### src/rtl/out_wrapper_if.sv
// Handshake bundle between the FP multiplier core, the output wrapper and the
// downstream consumer. The wrapper takes the slave view.
interface out_wrapper_if;
  logic        doneFP;
  logic        resultAccept;
  logic [31:0] FPoutBus;
  logic [31:0] outBus;
  logic        resultReady;

  modport master (
    output doneFP,
    output resultAccept,
    output FPoutBus,
    input  outBus,
    input  resultReady
  );

  modport slave (
    input  doneFP,
    input  resultAccept,
    input  FPoutBus,
    output outBus,
    output resultReady
  );
endinterface

### src/rtl/out_wrapper.sv
// Output-side handshake wrapper for the FP multiplier: captures a finished
// result, holds it stable and flags it until a four-phase accept completes.
module out_wrapper (
  input  logic          clk,
  input  logic          rst,
  out_wrapper_if.slave  bus
);

  typedef enum logic [1:0] {
    IDLE    = 2'b00,
    READY   = 2'b01,
    RELEASE = 2'b10
  } state_t;

  state_t      state;
  logic        ready_q;
  logic [31:0] out_q;
  logic        load;

  // Capture strobe to the datapath: only IDLE may accept a new word.
  assign load = (state == IDLE) && bus.doneFP;

  // Controller: state and the Moore ready flag share one register stage.
  // NOTE: sequential state uses non-blocking (<=) so every flop samples
  // pre-edge values and simulation order between always blocks is irrelevant.
  always_ff @(posedge clk) begin
    if (rst) begin
      state   <= IDLE;
      ready_q <= 1'b0;
    end else begin
      case (state)
        IDLE: begin
          if (bus.doneFP) begin
            state   <= READY;
            ready_q <= 1'b1;
          end
        end
        READY: begin
          if (bus.resultAccept) begin
            state   <= RELEASE;
            ready_q <= 1'b0;
          end
        end
        RELEASE: begin
          if (!bus.resultAccept) begin
            state <= IDLE;
          end
        end
        default: begin
          state   <= IDLE;
          ready_q <= 1'b0;
        end
      endcase
    end
  end

  // Datapath: the result register only changes on reset or a capture.
  always_ff @(posedge clk) begin
    if (rst) begin
      out_q <= 32'h0000_0000;
    end else if (load) begin
      out_q <= bus.FPoutBus;
    end
  end

  assign bus.outBus      = out_q;
  assign bus.resultReady = ready_q;

endmodule

### src/flat_wrapper.sv
// flat-port wrapper written by rule: the top's interface ports become plain ports
module out_wrapper_flat 
  (clk, rst, bus_doneFP, bus_resultAccept, bus_FPoutBus, bus_outBus, bus_resultReady);
  out_wrapper_if bus_i ();
  input  logic clk;
  input  logic rst;
  input wire logic [$bits(bus_i.doneFP)-1:0] bus_doneFP;
  input wire logic [$bits(bus_i.resultAccept)-1:0] bus_resultAccept;
  input wire logic [$bits(bus_i.FPoutBus)-1:0] bus_FPoutBus;
  output wire logic [$bits(bus_i.outBus)-1:0] bus_outBus;
  output wire logic [$bits(bus_i.resultReady)-1:0] bus_resultReady;
  assign bus_i.doneFP = bus_doneFP;
  assign bus_i.resultAccept = bus_resultAccept;
  assign bus_i.FPoutBus = bus_FPoutBus;
  assign bus_outBus = bus_i.outBus;
  assign bus_resultReady = bus_i.resultReady;
  out_wrapper u_core (.clk(clk), .rst(rst), .bus(bus_i));
endmodule
### config.mk
export PLATFORM = sky130hd
export DESIGN_NAME = out_wrapper_flat
export DESIGN_NICKNAME = d
export VERILOG_FILES = /design/src/rtl/out_wrapper_if.sv /design/src/rtl/out_wrapper.sv /design/src/flat_wrapper.sv
export SDC_FILE = /design/constraint.sdc
export NUM_CORES = 1
export LEC_CHECK = 0
export ABC_AREA = 1
export ABC_CLOCK_PERIOD_IN_PS = 1310
export BUFFER_PORTS_ARGS = -buffer_cell sky130_fd_sc_hd__clkbuf_2
export CORE_ASPECT_RATIO = 1.1
export CORE_UTILIZATION = 47
export CTS_BUF_LIST = sky130_fd_sc_hd__clkbuf_4 sky130_fd_sc_hd__clkbuf_8
export DETAILED_ROUTE_END_ITERATION = 10
export PLACE_DENSITY = 0.81
export SLEW_MARGIN = 10
export SYNTH_ARGS = -nofsm -noshare
export SYNTH_HDL_FRONTEND = slang
export SYNTH_SLANG_ARGS = --single-unit
### constraint.sdc
create_clock -name clk -period 1.31 [get_ports clk]
set_clock_uncertainty 0.2 [all_clocks]
set_input_delay 0.0655 -clock clk [delete_from_list [all_inputs] [get_ports clk]]
set_output_delay 0.0655 -clock clk [all_outputs]
set_load 0.005 [all_outputs]
==> impl_metrics.env, run 1 <==
export IMPL_htreeDepth=2
export IMPL_drt_total_wl_um=4450
export IMPL_grt_max_degree=21
export IMPL_grt_pass1_vias=1370
export IMPL_min_path_type="in -> reg"
export IMPL_yosysWarnings=0
export IMPL_grt_pass1_wl_um=6050
export IMPL_post_route_period_util_pct=101
export IMPL_die_h_um=59.9
export IMPL_synth_fa_ha_area_share_pct=0
export IMPL_setup_tns_final_ns=-0.0100
export IMPL_antenna_cells=0
export IMPL_ant_nets=0
export IMPL_clk_pin_slew_ns=0.09
export IMPL_synth_most_common_cell="nor2_1"
export IMPL_synth_area_sq_um=1430
export IMPL_clk_latency_ns=0.32
export IMPL_p_per_area_nw_per_um2=1020
export IMPL_fp_row_count=20
export IMPL_synth_compound_area_share_pct=1.05
export IMPL_synth_nets=225
export IMPL_p_leak_nw=1.17
export IMPL_drive_above_1_share_pct=33.3
export IMPL_synthFlopType="dfxtp_1"
export IMPL_drt_first_pass_iters=4
export IMPL_regArea_sq_um=706
export IMPL_nNetsFinal=334
export IMPL_grtUsageTotal_pct=26.3
export IMPL_rsz0062_at_grt="true"
export IMPL_synth_edf_count=0
export IMPL_synth_area_leader_cell="dfxtp_1"
export IMPL_chipWidth_um=54.7
export IMPL_max_freq_mhz=758
export IMPL_multi_input_area_sq_um=684
export IMPL_synth_simple_area_share_pct=44.9
export IMPL_gp_congestion=0.752
export IMPL_vias=1662
export IMPL_fin_ws_ns=-0.0100
export IMPL_required_ns=1.36
export IMPL_tightest_slew_ns=0.402
export IMPL_synth_top_family_by_area="simple AND/OR/NAND/NOR gates"
export IMPL_synth_top_area_share_pct=48.9
export IMPL_netlist_instances=189
export IMPL_drt_iter0_drc=62
export IMPL_wire_per_inst_um=13.5
export IMPL_synth_cell_types=15
export IMPL_cts_tree="built"
export IMPL_hpwl_um=2330
export IMPL_setup_viol=1
export IMPL_async_reset_ff_share_pct=0
export IMPL_drv_cap=0
export IMPL_syn_area_per_cell_sq_um=7.59
export IMPL_finalMaxSlewViolations=0
export IMPL_cp_arrival_ns=1.37
export IMPL_crit_type="reg -> reg"
export IMPL_synth_xor_area_share_pct=0
export IMPL_syn_to_final_growth_pct=63.0
export IMPL_synthMuxAreaShare_pct=0
export IMPL_core_area_sq_um=2830
export IMPL_n_fill_cell=184
export IMPL_synth_seq_cells=35
export IMPL_grt_remaining_overflow=0
export IMPL_fp_dieArea_sq_um=3280
export IMPL_clock_path_buffers=2
export IMPL_clock_sinks=35
export IMPL_initial_core_util_pct=50.7
export IMPL_ir_worst_vdd_mv=0.790
export IMPL_start_kind="register"
export IMPL_hold_worst_slack_ns=0.184
export IMPL_relSlewSlack_pct=73.2
export IMPL_violations="setup timing"
export IMPL_cts_root_buf="clkbuf_4"
export IMPL_port_buffers=68
export IMPL_netlist_top_cells_count="65 x nor2_1, 36 x nand2_1, 35 x dfxtp_1"
export IMPL_finalPower_w=0.00238
export IMPL_grt_antenna_before_repair=0
export IMPL_period_needed_ns=1.32
export IMPL_drc=0
export IMPL_hold_viol_final=0
export IMPL_routed_via_density=5.04
export IMPL_numCtsBuffers=5
export IMPL_cp_max_fo=7
export IMPL_cp_end_kind="register"
export IMPL_synth_yosys_seq_area_share_pct=48.9
export IMPL_synth_area_top_cells="dfxtp_1 49%, nor2_1 17%, nand3b_1 17%, nand2_1 9.4%, buf_2 1.7%"
export IMPL_io_pins=69
export IMPL_status="complete, but fails checks"
[path summary, 6_finish.rpt]
path                                       startpoint                     to  slack [ns]  depth (start not counted)
worst min register to register  u_core.bus.outBus[15]  u_core.bus.outBus[15]        0.28                          2
worst max register to register        u_core.state[0]  u_core.bus.outBus[11]       -0.01                          6
worst max-delay path                  u_core.state[0]  u_core.bus.outBus[11]       -0.01                          6
worst min-delay path                       bus_doneFP        u_core.state[0]        0.18                          3
[logic make-up (layout without fill, tap and decap cells)]
| group | count (synthesis) | in the layout |
|---|---|---|
| buf+inv | 15 | 123 |
| simple gates | 136 | 136 |
| flops | 35 | 35 |
| compound gates | 3 | 3 |
[power by group]
part           switching [W]  total (W)  leakage (nW)  internal [W]
logic               0.000291   0.000629         0.848      0.000338
registers          0.0000615    0.00122         0.291       0.00116
clock network       0.000320   0.000532        0.0276      0.000212
total               0.000673    0.00238          1.17       0.00171
[cells in the final DEF (no fill, tap or decap), types with 6 or more instances in the layout]
cell type and n:
nand3b_1 32, dlygate4sd3_1 34, clkbuf_2 67, clkbuf_4 6, nor2_2 7, nor2_1 57, dfxtp_1 33, buf_4 7
nand2_1 36
[layer usage]
layer	track usage, %	vias up	wire length (um)
met5	0	-	0
met3	6.11	16	272
met2	46.5	86	2390
met1	29.5	743	1670
met4	9.89	0	115
li1	-	817	-
[state kept, by name, indices dropped and copies added, names as in the netlist]
name                    cells
u_core.state                2
u_core.bus.resultReady      1
u_core.bus.outBus          32
[timing repair]
action | 4_1_cts | 5_1_grt
resized for setup | 0 | 19
hold endpoints to repair | 35 | 0
setup endpoints to repair | 0 | 32
hold buffers | 35 | 0
setup buffers | 0 | 3
[per-stage QoR]
stage | cells | utilization [%] | setup WS, ns | area, sq um
after floorplan | 189 | - | 0.142 | 1430
after global placement | 286 | 64.7 | 0.101 | 1830
after detailed placement | 286 | 64.7 | 0.0343 | 1830
after CTS | 327 | 78.7 | 0.00913 | 2220
after global routing | 330 | 82.7 | -0.0944 | 2340
final | 330 | 82.7 | -0.0100 | 2340
[worst max-delay path, cell delays in order, from the launching register on]
cell,delay [ns]
dfxtp_4,0.36
nor2_4,0.15
nand2_2,0.10
clkinv_4,0.12
buf_8,0.13
nor2_1,0.04
nor2_1,0.15
[cell type report]
type / count / area share, %
Multi-Input combinational cell: 139 / 29.3
Inverter: 2 / 0.535
Sequential cell: 35 / 30.2
Timing Repair Buffer: 115 / 36.3
Clock buffer: 6 / 1.93
Tap cell: 33 / 1.77
Note: power is estimated with default switching activity, not from simulation.
==> run 2: changes to the inputs <==
--- a/config.mk
+++ b/config.mk
@@ -7,12 +7,11 @@
 export LEC_CHECK = 0
 export ABC_AREA = 1
 export ABC_CLOCK_PERIOD_IN_PS = 1310
-export BUFFER_PORTS_ARGS = -buffer_cell sky130_fd_sc_hd__clkbuf_2
 export CORE_ASPECT_RATIO = 1.1
-export CORE_UTILIZATION = 47
+export CORE_UTILIZATION = 50
 export CTS_BUF_LIST = sky130_fd_sc_hd__clkbuf_4 sky130_fd_sc_hd__clkbuf_8
 export DETAILED_ROUTE_END_ITERATION = 10
-export PLACE_DENSITY = 0.81
+export DONT_BUFFER_PORTS = 1
 export SLEW_MARGIN = 10
 export SYNTH_ARGS = -nofsm -noshare
 export SYNTH_HDL_FRONTEND = slang
==> run 2 against run 1 <==
  * The run still ends with setup timing left
  * Global-route usage fell by 3.1 points
  * First-iteration DRC count fell by 6.5%
  * Clock-buffer cell count rose by 2
  * Routed wire length fell by 13%
  * Critical endpoint is now u_core.bus.outBus[26]
==> impl_metrics.env, run 2 (synthesis gave the netlist of run 1 again) <==
export IMPL_cts_tree="built"
export IMPL_p_int_w=0.00177
export IMPL_dr_wl_met3_um=292
export IMPL_rsz0062_at_grt="true"
export IMPL_numCtsBuffers=5
export IMPL_grt_remaining_overflow=0
export IMPL_cts_root_buf="clkbuf_4"
export IMPL_fin_ws_ns=-0.00628
export IMPL_start_kind="register"
export IMPL_finalMaxSlewViolations=0
export IMPL_layout_commonest_cell="nor2_1"
export IMPL_dp_cells=214
export IMPL_wire_per_inst_um=14.7
export IMPL_hold_viol_final=0
export IMPL_place_worst_setup_slack_ns=0.0529
export IMPL_max_freq_mhz=760
export IMPL_drv_cap=0
export IMPL_clock_path_buffers=2
export IMPL_port_buffers=0
export IMPL_r2r_end="u_core.bus.outBus[26]"
export IMPL_setup_tns_final_ns=-0.0197
export IMPL_clock_sinks=35
export IMPL_p_per_area_nw_per_um2=1160
export IMPL_r2r_start="u_core.state[0]"
export IMPL_relSlewSlack_pct=87.2
export IMPL_ir_worst_vdd_mv=1.06
export IMPL_setup_viol=4
export IMPL_reg2reg_slack_ns=-0.006
export IMPL_largest_reg_flops=32
export IMPL_initial_core_util_pct=52.1
export IMPL_p_leak_nw=0.899
export IMPL_n_fill_cell=195
export IMPL_drc=0
export IMPL_swShare_pct=27.0
export IMPL_clk_pin_slew_ns=0.11
export IMPL_hpwl_um=1930
export IMPL_post_route_period_util_pct=100
export IMPL_seqPwrFrac_pct=51.5
export IMPL_grtUsageTotal_pct=23.1
export IMPL_crit_top_cell="nor2_1"
export IMPL_dr_wl_met2_um=1970
export IMPL_cp_end_kind="register"
export IMPL_vias=1365
export IMPL_nNetsFinal=264
export IMPL_io_pins=69
export IMPL_cp_arrival_ns=1.37
export IMPL_hold_worst_slack_ns=0.203
export IMPL_met1_length_um=1490
export IMPL_routed_via_density=5.21
export IMPL_ant_nets=0
export IMPL_combPwrFrac_pct=21.0
export IMPL_syn_to_final_growth_pct=45.7
export IMPL_tightest_slew_ns=0.192
export IMPL_p_switching_w=0.000654
export IMPL_drt_iter0_drc=58
export IMPL_violations="setup timing"
export IMPL_fp_dieArea_sq_um=3090
export IMPL_drt_first_pass_iters=4
export IMPL_drive_above_1_share_pct=16.6
export IMPL_htreeDepth=2
export IMPL_clk_latency_ns=0.32
export IMPL_slowest_stage="dfxtp_4"
export IMPL_gp_congestion=0.638
export IMPL_min_path_cells=2
export IMPL_reg2reg_depth=6
export IMPL_final_cell_mix="50 x nor2_1, 36 x nand2_1, 35 x dlygate4sd3_1"
export IMPL_min_from="rst"
export IMPL_period_needed_ns=1.32
export IMPL_chipWidth_um=53.1
export IMPL_route_top_layer_used="met4"
export IMPL_min_path_type="in -> reg"
export IMPL_grt_pass1_wl_um=5200
export IMPL_slowest_delay_ns=0.38
export IMPL_drt_total_wl_um=3850
export IMPL_grt_pass1_vias=1262
export IMPL_cp_max_fo=5
export IMPL_required_ns=1.36
export IMPL_grt_max_degree=34
export IMPL_core_area_sq_um=2750
export IMPL_path_cells="nor2_4, nand2_4, inv_8, buf_12, nor2_1, nor2_1"
export IMPL_pwr_share_clk_pct=27.5
export IMPL_die_h_um=58.2
export IMPL_antenna_cells=0
export IMPL_grt_antenna_before_repair=0
export IMPL_holdPathEnd="u_core.state[0]"
export IMPL_fin_cells=262
export IMPL_status="complete, but fails checks"
export IMPL_crit_type="reg -> reg"
export IMPL_fp_row_count=20
run 2: area by class of cell:
type | instances | area [sq um] | share of cell area [%]
timing repair buffer | 45 | 528 | 25.3
inverter | 2 | 15.0 | 0.719
sequential | 35 | 706 | 33.8
multi-input combinational | 139 | 727 | 34.8
clock buffer | 8 | 72.6 | 3.47
tap | 33 | 41.3 | 1.98
run 2: repair_timing:
item / CTS / global route
setup buffers: 0 / 1
hold buffers: 36 / 0
setup endpoints to repair: 0 / 32
endpoints found under the hold margin: 35 / 0
resized for setup: 0 / 27
run 2: per-stage QoR:
step	utilization, %	power, W	instance area, sq um
after CTS	70.0	0.00233	1930
after floorplan	-	0.00149	1430
after detailed placement	53.9	0.00157	1480
after global routing	75.9	0.00255	2090
final	75.9	0.00242	2090
after global placement	53.9	0.00155	1480
run 2: routing by layer:
| layer | global-route usage, % | vias to the layer above |
|---|---|---|
| li1 | - | 674 |
| met1 | 23.8 | 619 |
| met2 | 40.7 | 61 |
| met3 | 7.35 | 11 |
| met4 | 12.4 | 0 |
| met5 | 0 | - |
run 2: critical path, delay by kind of cell (launching register included):
family / cells / cell delay (ns)
and+or+nand+nor: 4 / 0.44
buffers and inverters: 2 / 0.22
DFF: 1 / 0.38
run 2: how the worst max path moves through the flow:
| stage | start | end | slack, ns | cells after the start |
|---|---|---|---|---|
| after global routing | u_core.state[0] | u_core.bus.outBus[26] | -0.06 | 6 |
| after global placement | u_core.state[1] | u_core.bus.outBus[27] | 0.11 | 6 |
| final | u_core.state[0] | u_core.bus.outBus[26] | -0.006 | 6 |
| after CTS | u_core.state[1] | u_core.bus.outBus[26] | 0.003 | 6 |
| after detailed placement | u_core.state[1] | u_core.bus.outBus[26] | 0.05 | 6 |
| after floorplan | u_core.state[1] | u_core.bus.outBus[10] | 0.14 | 5 |
run 2: power by group through the flow:
stage,Sequential [W],Combinational (W),Clock [W]
3_3_place_gp,0.00126,0.000292,0
5_1_grt,0.00126,0.000557,0.000731
3_5_place_dp,0.00126,0.000305,0
6_report,0.00125,0.000509,0.000666
2_1_floorplan,0.00124,0.000251,0
4_1_cts,0.00124,0.000407,0.000687
